**src/rtl/tow_pkg.sv**
```systemverilog
// Shared types and default constants for the tug-of-war input front end.
package tow_pkg;

  typedef enum logic [1:0] {
    KS_IDLE,
    KS_PRESS_CHK,
    KS_HELD,
    KS_REL_CHK
  } key_state_t;

  localparam int SYNC_DEFAULT   = 2;
  localparam int SIM_DEBOUNCE   = 4;
  localparam int BOARD_DEBOUNCE = 500000;

endpackage

```
**src/rtl/key_conditioner.sv**
```systemverilog
// One player button: synchroniser, press/release debounce FSM and
// single-cycle accept request on the PRESS_CHK to HELD transition.
module key_conditioner
  import tow_pkg::*;
#(
  parameter int SYNC_STAGES     = SYNC_DEFAULT,
  parameter int DEBOUNCE_CYCLES = SIM_DEBOUNCE
) (
  input  logic clk,
  input  logic reset,
  input  logic key_n,
  output logic accept
);

  localparam int CW = $clog2(DEBOUNCE_CYCLES + 1);
  localparam logic [CW-1:0] CNT_ONE = CW'(1);
  localparam logic [CW-1:0] CNT_MAX = CW'(DEBOUNCE_CYCLES);

  logic [SYNC_STAGES-1:0] sync;
  logic                   p;
  key_state_t             state;
  key_state_t             state_nxt;
  logic [CW-1:0]          cnt;
  logic [CW-1:0]          cnt_nxt;

  // Released level is 1, so a reset synchroniser reads as not pressed.
  always_ff @(posedge clk) begin
    if (reset) begin
      sync <= '1;
    end else begin
      sync <= {sync[SYNC_STAGES-2:0], key_n};
    end
  end

  assign p = ~sync[SYNC_STAGES-1];

  always_ff @(posedge clk) begin
    if (reset) begin
      state <= KS_IDLE;
      cnt   <= '0;
    end else begin
      state <= state_nxt;
      cnt   <= cnt_nxt;
    end
  end

  always_comb begin
    state_nxt = state;
    cnt_nxt   = cnt;
    accept    = 1'b0;
    unique case (state)
      KS_IDLE: begin
        if (p) begin
          state_nxt = KS_PRESS_CHK;
          cnt_nxt   = CNT_ONE;
        end
      end
      KS_PRESS_CHK: begin
        if (!p) begin
          state_nxt = KS_IDLE;
        end else if (cnt == CNT_MAX) begin
          state_nxt = KS_HELD;
          accept    = 1'b1;
        end else begin
          cnt_nxt = cnt + CNT_ONE;
        end
      end
      KS_HELD: begin
        if (!p) begin
          state_nxt = KS_REL_CHK;
          cnt_nxt   = CNT_ONE;
        end
      end
      KS_REL_CHK: begin
        if (p) begin
          state_nxt = KS_HELD;
        end else if (cnt == CNT_MAX) begin
          state_nxt = KS_IDLE;
        end else begin
          cnt_nxt = cnt + CNT_ONE;
        end
      end
      default: begin
        state_nxt = KS_IDLE;
      end
    endcase
  end

endmodule

```
**src/rtl/tow_pull_encoder.sv**
```systemverilog
// Two independent button conditioners with freeze gating and
// registered single-cycle pull pulses for the light cells.
module tow_pull_encoder
  import tow_pkg::*;
#(
  parameter int SYNC_STAGES     = SYNC_DEFAULT,
  parameter int DEBOUNCE_CYCLES = SIM_DEBOUNCE
) (
  input  logic clk,
  input  logic reset,
  input  logic key_l_n,
  input  logic key_r_n,
  input  logic freeze,
  output logic pull_l,
  output logic pull_r
);

  logic accept_l;
  logic accept_r;

  key_conditioner #(
    .SYNC_STAGES    (SYNC_STAGES),
    .DEBOUNCE_CYCLES(DEBOUNCE_CYCLES)
  ) u_left (
    .clk   (clk),
    .reset (reset),
    .key_n (key_l_n),
    .accept(accept_l)
  );

  key_conditioner #(
    .SYNC_STAGES    (SYNC_STAGES),
    .DEBOUNCE_CYCLES(DEBOUNCE_CYCLES)
  ) u_right (
    .clk   (clk),
    .reset (reset),
    .key_n (key_r_n),
    .accept(accept_r)
  );

  // A press accepted while frozen is dropped, never deferred.
  always_ff @(posedge clk) begin
    if (reset) begin
      pull_l <= 1'b0;
      pull_r <= 1'b0;
    end else begin
      pull_l <= accept_l & ~freeze;
      pull_r <= accept_r & ~freeze;
    end
  end

endmodule

```
**config.mk**
```make
export PLATFORM = sky130hd
export DESIGN_NAME = tow_pull_encoder
export DESIGN_NICKNAME = d
export VERILOG_FILES = /design/src/rtl/tow_pkg.sv /design/src/rtl/key_conditioner.sv /design/src/rtl/tow_pull_encoder.sv
export SDC_FILE = /design/constraint.sdc
export NUM_CORES = 1
export LEC_CHECK = 0
export BUFFER_PORTS_ARGS = -buffer_cell sky130_fd_sc_hd__buf_2
export CAP_MARGIN = 20
export CELL_PAD_IN_SITES_DETAIL_PLACEMENT = 0
export CELL_PAD_IN_SITES_GLOBAL_PLACEMENT = 1
export CORE_ASPECT_RATIO = 1.2
export CORE_UTILIZATION = 42
export DETAILED_ROUTE_END_ITERATION = 8
export PLACE_DENSITY_LB_ADDON = 0.1
export RECOVER_POWER = 50
export SYNTH_ARGS = -nofsm -noshare
export SYNTH_HDL_FRONTEND = slang
export SYNTH_HIERARCHICAL = 1
export SYNTH_SLANG_ARGS = --single-unit
export TNS_END_PERCENT = 5
```
**constraint.sdc**
```tcl
create_clock -name clk -period 1.6 [get_ports clk]
set_clock_uncertainty 0.15 [all_clocks]
set_input_delay 0.08 -clock clk [delete_from_list [all_inputs] [get_ports clk]]
set_output_delay 0.08 -clock clk [all_outputs]
set_load 0.05 [all_outputs]
```
==> results of run 1 <==
[Yosys cell counts]
cell / number
dfxtp_1: 16
nand3b_1: 2
nand3_1: 2
nor2b_1: 2
a211oi_1: 2
nand2_1: 8
xnor2_2: 2
a32o_2: 2
or2_0: 2
nor3b_1: 2
nor2_1: 2
a211oi_2: 2
inv_1: 6
nor3_1: 2
or2_2: 4
and3_4: 2
a21oi_1: 6
ha_1: 4
[report_power, final]
group          switching [mW]  internal [mW]
Clock                   0.128          0.139
Combinational          0.0207         0.0238
Sequential            0.00647          0.407
[final cells by class]
cell class / instances / share of cell area (%)
multi-input combinational: 46 / 41.7
timing repair buffer: 10 / 8.41
inverter: 6 / 2.80
sequential: 16 / 39.9
clock buffer: 4 / 4.52
tap: 17 / 2.65
[worst reg2reg max path: cells and delay by family, from the launching register on]
family	cells	cell delay, ns
AND/OR/NAND/NOR	2	0.27
AO/OA/AOI/OAI	1	0.27
adder cells (fa/ha/maj)	1	0.21
flip-flops	1	0.39
buffers and inverters	1	0.06
[logic make-up (layout without fill, tap and decap cells)]
group,Yosys count,in the layout,synth area share [%]
xor gates and xnor gates,2,2,4.80
buffers and inverters,6,20,3.32
and+or+nand+nor,28,28,23.6
adders and majority gates,4,4,7.38
AOI/OAI and AO/OA,12,12,13.7
DFF,16,16,47.2
[stage by stage]
stage	area (sq um)	std cells	hold slack, ns	util, %
3_5_place_dp	729	91	0.117	49.8
4_1_cts	806	99	0.271	55.0
5_1_grt	803	99	0.297	54.9
3_3_place_gp	729	91	0.113	49.8
6_report	803	99	0.269	54.9
2_1_floorplan	678	68	-0.00535	-
[layer usage]
| metal | routed length, um | part of all wire, % |
|---|---|---|
| met5 | 0 | 0 |
| met4 | 42 | 3.9 |
| met3 | 30 | 2.8 |
| met2 | 475 | 44 |
| met1 | 521 | 49 |
[worst paths after layout]
check                                     start  cells past startpoint  slack, ns         endpoint
worst max-delay path              u_left/cnt[0]                      5       0.16    u_left/cnt[1]
worst min-delay path            u_right/sync[0]                      1       0.27  u_right/sync[1]
worst max register to register    u_left/cnt[0]                      5       0.16    u_left/cnt[1]
worst min register to register  u_right/sync[0]                      1       0.27  u_right/sync[1]
[repair_timing]
action	4_1_cts	5_1_grt
buffers inserted	0	0
hold buffers	4	0
hold endpoints to repair	5	0
==> results.yml, run 1 <==
sta:
  slew_violations: 0
  tightest_slew_ns: 0.592
  hold_viol_final: 0
  max_slew_margin_pct: 60.7
  period_minus_slack_ns: 1.44
  finalSetupTns_ns: 0
  setup_ws_ns: 0.157
  fin_crit_sh_pct: 90.2
  rsz0062_at_grt: "false"
  fmax_mhz: 693
  finalSetupViolCount: 0
cells_and_area:
  multi_input_area_sq_um: 335
  fillers: 152
  regArea_sq_um: 320
  layout_common_cells: "dfxtp_1, nand2_1, inv_1, a21oi_1"
  n_antenna_cell: 0
  drive_gt1_share_pct: 24.4
  mostFrequentLayoutCell: "dfxtp_1"
  syn2layout_area_growth_pct: 18.5
  nNetsFinal: 92
synth:
  netlist_area_sq_um: 678
  ys_ff_latch: 16
  yosysTopAreaCell: "dfxtp_1"
  yosysTopAreaCellShare_pct: 47.2
  synthCells: 68
  yosys_warnings: 6
  syn_avg_cell_area_sq_um: 9.97
  synth_cell_types: 18
  syn_nets: 77
  ys_seq_area_share_pct: 47.2
  ys_top_cells_by_area: "dfxtp_1, ha_1, xnor2_2"
clocking:
  cts_resized: 0
  cts_max_path_buffers: 2
  clock_latency_ns: 0.29
  cts_tree: "built"
  h-tree-depth: 1
  root_buffer: "clkbuf_4"
  clkTransAtPathRegs_ns: 0.09
  clock_sinks: 16
  cts-buffers-inserted: 3
global_routing:
  use_met1_pct: 16.3
  grt_pass1_wl_um: 1860
  track_usage_pct: 15.7
  antenna_found_initial: 0
  grt_max_degree: 19
  met2_usage_pct: 25.7
  grt_pass1_vias: 477
  met3_usage_pct: 2.94
  grt-busiest-layer: "met2"
  grt_overflow_total: 0
power:
  ir_worst_vdd_mv: 0.547
  p_leak_nw: 0.318
  p_per_area_mw_per_mm2: 902
  finalPower_uw: 724
setup_path:
  cp.arrival_ns: 1.48
  crit_chain: "inv_1 > ha_1 > nand3_1 > nand2_1 > a32o_2"
  crit_path_top_delay_cell: "dfxtp_1"
  worstSetupPathType: "flip-flop to flip-flop"
  critPathTopFamily: "flip-flops"
  critPathLaunchType: "flip-flop"
  path_max_fanout: 5
  slowest_delay_ns: 0.39
  critPathRequiredTime_ns: 1.64
  critPathBufInv: 1
  end_kind: "flip-flop"
placed_design:
  gp_congestion: 0.686
  place_ws_ns: 0.164
  place_hpwl_um: 754
  port_buffers: 6
floorplan:
  core-area_sq_mm: 0.00146
  dieArea_sq_mm: 0.00178
  start_util_pct: 46.3
  placementRows: 15
  die_h_um: 46.0
  die_w_um: 38.7
  io_pins: 7
detailed_routing:
  wl_per_cell_um: 10.8
  drc: 0
  drt_iter0_markers: 2
  dr.pass1.iters: 2
  viasPerCell: 5.02
  vias: 497
  drt_wl_total_um: 1070
  ant_nets: 0
flow_run:
  maxCapViolCount: 0
hold_path:
  hp-class: "flip-flop to flip-flop"
status:
  status: "finished clean"
(Power assumes the default switching activity.)
==> run 2, diff against run 1 <==
--- a/config.mk
+++ b/config.mk
@@ -12,6 +12,7 @@
 export CORE_ASPECT_RATIO = 1.2
 export CORE_UTILIZATION = 42
 export DETAILED_ROUTE_END_ITERATION = 8
+export MAX_ROUTING_LAYER = met4
 export PLACE_DENSITY_LB_ADDON = 0.1
 export RECOVER_POWER = 50
 export SYNTH_ARGS = -nofsm -noshare
==> results.yml, run 2 (same netlist as run 1, synthesis figures left out) <==
status:
  status: "finished clean"
floorplan:
  dieArea_sq_mm: 0.00178
  placementRows: 15
  io_pins: 7
  core-area_sq_mm: 0.00146
  die_h_um: 46.0
  start_util_pct: 46.3
  die_w_um: 38.7
cells_and_area:
  fillers: 152
  fin_area_sq_um: 803
  syn2layout_area_growth_pct: 18.5
  n_antenna_cell: 0
  nNetsFinal: 92
  drive_gt1_share_pct: 24.4
  stdcell_count: 99
  layout_common_cells: "dfxtp_1, nand2_1, inv_1, a21oi_1"
  mostFrequentLayoutCell: "dfxtp_1"
global_routing:
  grt_pass1_wl_um: 1860
  met3_usage_pct: 2.94
  antenna_found_initial: 0
  grt-busiest-layer: "met2"
  track_usage_pct: 16.1
  met2_usage_pct: 25.7
  grt_max_degree: 19
  grt_pass1_vias: 477
  grt_overflow_total: 0
  use_met1_pct: 16.3
flow_run:
  maxCapViolCount: 0
sta:
  fin_crit_sh_pct: 90.2
  max_slew_margin_pct: 60.7
  slew_violations: 0
  period_minus_slack_ns: 1.44
  fmax_mhz: 693
  tightest_slew_ns: 0.592
  rsz0062_at_grt: "false"
  hold_viol_final: 0
  finalSetupViolCount: 0
  finalSetupTns_ns: 0
detailed_routing:
  dr.pass1.iters: 2
  drc: 0
  viasPerCell: 5.02
  drt_iter0_markers: 2
  drt_wl_total_um: 1070
  wl_per_cell_um: 10.8
  ant_nets: 0
  vias: 497
placed_design:
  gp_congestion: 0.693
  port_buffers: 6
  place_inst: 91
  place_hpwl_um: 754
  placed_area_sq_um: 729
clocking:
  cts_hold_buf: 4
  cts_tree: "built"
  cts_setup_buffers: 0
  cts_max_path_buffers: 2
  clkTransAtPathRegs_ns: 0.09
  clock_latency_ns: 0.29
  root_buffer: "clkbuf_4"
  cts-buffers-inserted: 3
  cts_resized: 0
  clock_sinks: 16
  h-tree-depth: 1
setup_path:
  slowest_delay_ns: 0.39
  path_max_fanout: 5
  critPathRequiredTime_ns: 1.64
  critPathLaunchType: "flip-flop"
  end_kind: "flip-flop"
  critPathBufInv: 1
  crit_path_top_delay_cell: "dfxtp_1"
  worstSetupPathType: "flip-flop to flip-flop"
  cp.arrival_ns: 1.48
  critPathTopFamily: "flip-flops"
  crit_chain: "inv_1 > ha_1 > nand3_1 > nand2_1 > a32o_2"
power:
  finalPower_uw: 724
  p_leak_nw: 0.318
  ir_worst_vdd_mv: 0.547
  p_per_area_mw_per_mm2: 902
hold_path:
  hp-class: "flip-flop to flip-flop"
==> run 2: final timing paths <==
check	from	to	slack [ns]	cells after the start
max reg2reg	u_left/cnt[0]	u_left/cnt[1]	0.16	5
max	u_left/cnt[0]	u_left/cnt[1]	0.16	5
min	u_right/sync[0]	u_right/sync[1]	0.27	1
min reg2reg	u_right/sync[0]	u_right/sync[1]	0.27	1
==> run 2: layer usage <==
| layer | up-vias | wire (um) |
|---|---|---|
| li1 | 259 | - |
| met5 | - | 0 |
| met2 | 7 | 475 |
| met3 | 5 | 30 |
| met1 | 226 | 521 |
| met4 | 0 | 42 |
==> run 2: power by group <==
group          internal [mW]  switching, mW  leakage (nW)
logic                 0.0238         0.0207         0.167
clock network          0.139          0.128        0.0210
registers              0.407        0.00647         0.130
total                  0.569          0.155         0.318
==> run 2: per-stage QoR <==
stage	util (%)	hold WS, ns	setup slack, ns
after floorplan	-	-0.00535	0.257
after global placement	49.8	0.113	0.169
final	54.9	0.269	0.157
after detailed placement	49.8	0.117	0.164
after CTS	55.0	0.271	0.152
after global routing	54.9	0.297	0.0272
==> run 2: layout make-up <==
| class | count | area, sq um | share of cell area (%) |
|---|---|---|---|
| multi-input cells | 46 | 335 | 41.7 |
| well taps | 17 | 21.3 | 2.65 |
| flip-flops and latches | 16 | 320 | 39.9 |
| inverters | 6 | 22.5 | 2.80 |
| repair buffers | 10 | 67.6 | 8.41 |
| clock buffers | 4 | 36.3 | 4.52 |
==> run 2: worst register-to-register path, cell delays in order, from the launching register on <==
cell and delay, ns:
dfxtp_1 0.39, inv_1 0.06, ha_1 0.21, nand3_1 0.17, nand2_1 0.10, a32o_2 0.27
==> run 3, diff against run 2 <==
--- a/config.mk
+++ b/config.mk
@@ -5,16 +5,17 @@
 export SDC_FILE = /design/constraint.sdc
 export NUM_CORES = 1
 export LEC_CHECK = 0
+export ABC_CLOCK_PERIOD_IN_PS = 1600
 export BUFFER_PORTS_ARGS = -buffer_cell sky130_fd_sc_hd__buf_2
 export CAP_MARGIN = 20
 export CELL_PAD_IN_SITES_DETAIL_PLACEMENT = 0
 export CELL_PAD_IN_SITES_GLOBAL_PLACEMENT = 1
-export CORE_ASPECT_RATIO = 1.2
 export CORE_UTILIZATION = 42
 export DETAILED_ROUTE_END_ITERATION = 8
 export MAX_ROUTING_LAYER = met4
 export PLACE_DENSITY_LB_ADDON = 0.1
 export RECOVER_POWER = 50
+export REMOVE_ABC_BUFFERS = 1
 export SYNTH_ARGS = -nofsm -noshare
 export SYNTH_HDL_FRONTEND = slang
 export SYNTH_HIERARCHICAL = 1
==> results.yml, run 3 (same netlist as run 1, synthesis figures left out) <==
cells_and_area:
  stdcell_count: 97
  mostFrequentLayoutCell: "dfxtp_1"
  syn2layout_area_growth_pct: 16.8
  n_antenna_cell: 0
  layout_common_cells: "dfxtp_1, nand2_1, inv_1, a21oi_1"
  drive_gt1_share_pct: 24.7
  nNetsFinal: 91
  fin_area_sq_um: 792
placed_design:
  port_buffers: 6
  place_inst: 90
  gp_congestion: 0.811
  placed_area_sq_um: 728
  place_hpwl_um: 676
  place_ws_ns: 0.152
clocking:
  clkTransAtPathRegs_ns: 0.09
  cts_resized: 0
  h-tree-depth: 1
  cts_max_path_buffers: 2
  cts_tree: "built"
  cts-buffers-inserted: 3
  clock_latency_ns: 0.28
  root_buffer: "clkbuf_4"
  clock_sinks: 16
setup_path:
  slowest_delay_ns: 0.39
  worstSetupPathType: "flip-flop to flip-flop"
  crit_chain: "inv_1 > ha_1 > nand3_1 > nand2_1 > a32o_2"
  critPathRequiredTime_ns: 1.63
  critPathBufInv: 1
  critPathLaunchType: "flip-flop"
  crit_path_top_delay_cell: "dfxtp_1"
  end_kind: "flip-flop"
  cp.arrival_ns: 1.48
  path_max_fanout: 5
  critPathTopFamily: "flip-flops"
global_routing:
  grt_pass1_vias: 432
  grt_max_degree: 19
  track_usage_pct: 13.7
  antenna_found_initial: 0
  grt_overflow_total: 0
  grt_pass1_wl_um: 1830
sta:
  fin_crit_sh_pct: 90.5
  finalSetupTns_ns: 0
  slew_violations: 0
  fmax_mhz: 691
  finalSetupViolCount: 0
  rsz0062_at_grt: "false"
  max_slew_margin_pct: 61.0
  period_minus_slack_ns: 1.45
  setup_ws_ns: 0.152
  hold_viol_final: 0
  tightest_slew_ns: 0.588
floorplan:
  die_w_um: 42.2
  die_h_um: 42.2
  dieArea_sq_mm: 0.00178
  placementRows: 14
  start_util_pct: 45.0
  io_pins: 7
  core-area_sq_mm: 0.00151
detailed_routing:
  viasPerCell: 4.73
  drt_iter0_markers: 5
  ant_nets: 0
  dr.pass1.iters: 3
  drc: 0
  drt_wl_total_um: 996
  vias: 459
  wl_per_cell_um: 10.3
power:
  ir_worst_vdd_mv: 0.504
  p_leak_nw: 0.314
  p_per_area_mw_per_mm2: 907
  finalPower_uw: 718
status:
  status: "finished clean"
hold_path:
  hp-class: "input pin to flip-flop"
flow_run:
  maxCapViolCount: 0
-- run 3: timing repair --
item	CTS	global route
hold buffers	3	0
setup buffers	0	0
hold endpoints to repair	4	0
-- run 3: layout make-up --
class	count	area, sq um
multi-input cells	46	335
flip-flops and latches	16	320
clock buffers	4	36.3
well taps	16	20.0
inverters	6	22.5
fillers	138	714
repair buffers	9	57.6
-- run 3: through the flow --
step           hold slack (ns)  util (%)
2_1_floorplan         -0.00535         -
3_3_place_gp             0.112      48.3
3_5_place_dp             0.112      48.3
4_1_cts                 0.0215      52.7
5_1_grt                 0.0357      52.6
6_report                0.0151      52.6
-- run 3: report_power, final --
| group | total [mW] | switching, mW | internal, mW |
|---|---|---|---|
| combinational | 0.0422 | 0.0199 | 0.0223 |
| sequential | 0.414 | 0.00693 | 0.407 |
| clock | 0.262 | 0.124 | 0.138 |
-- run 3: worst paths after layout --
check	startpoint	end	slack, ns	cells after the start
max reg2reg	u_left/cnt[0]	u_left/cnt[1]	0.15	5
min reg2reg	u_right/sync[0]	u_right/sync[1]	0.27	1
max	u_left/cnt[0]	u_left/cnt[1]	0.15	5
min	reset	u_right/state[0]	0.02	2
-- run 3: routing by layer --
layer | wire, um | vias up | GRT usage [%] | share of wire (%)
li1 | - | 261 | - | -
met1 | 581 | 190 | 20.7 | 58
met2 | 369 | 6 | 16.9 | 37
met3 | 32 | 2 | 3.88 | 3.2
met4 | 13 | 0 | 5.63 | 1.3
met5 | 0 | - | - | 0
-- run 3: worst register-to-register path, stage by stage (launching register included) --
cell and delay, ns:
dfxtp_1 0.39, inv_1 0.06, ha_1 0.22, nand3_1 0.17
nand2_1 0.09, a32o_2 0.26
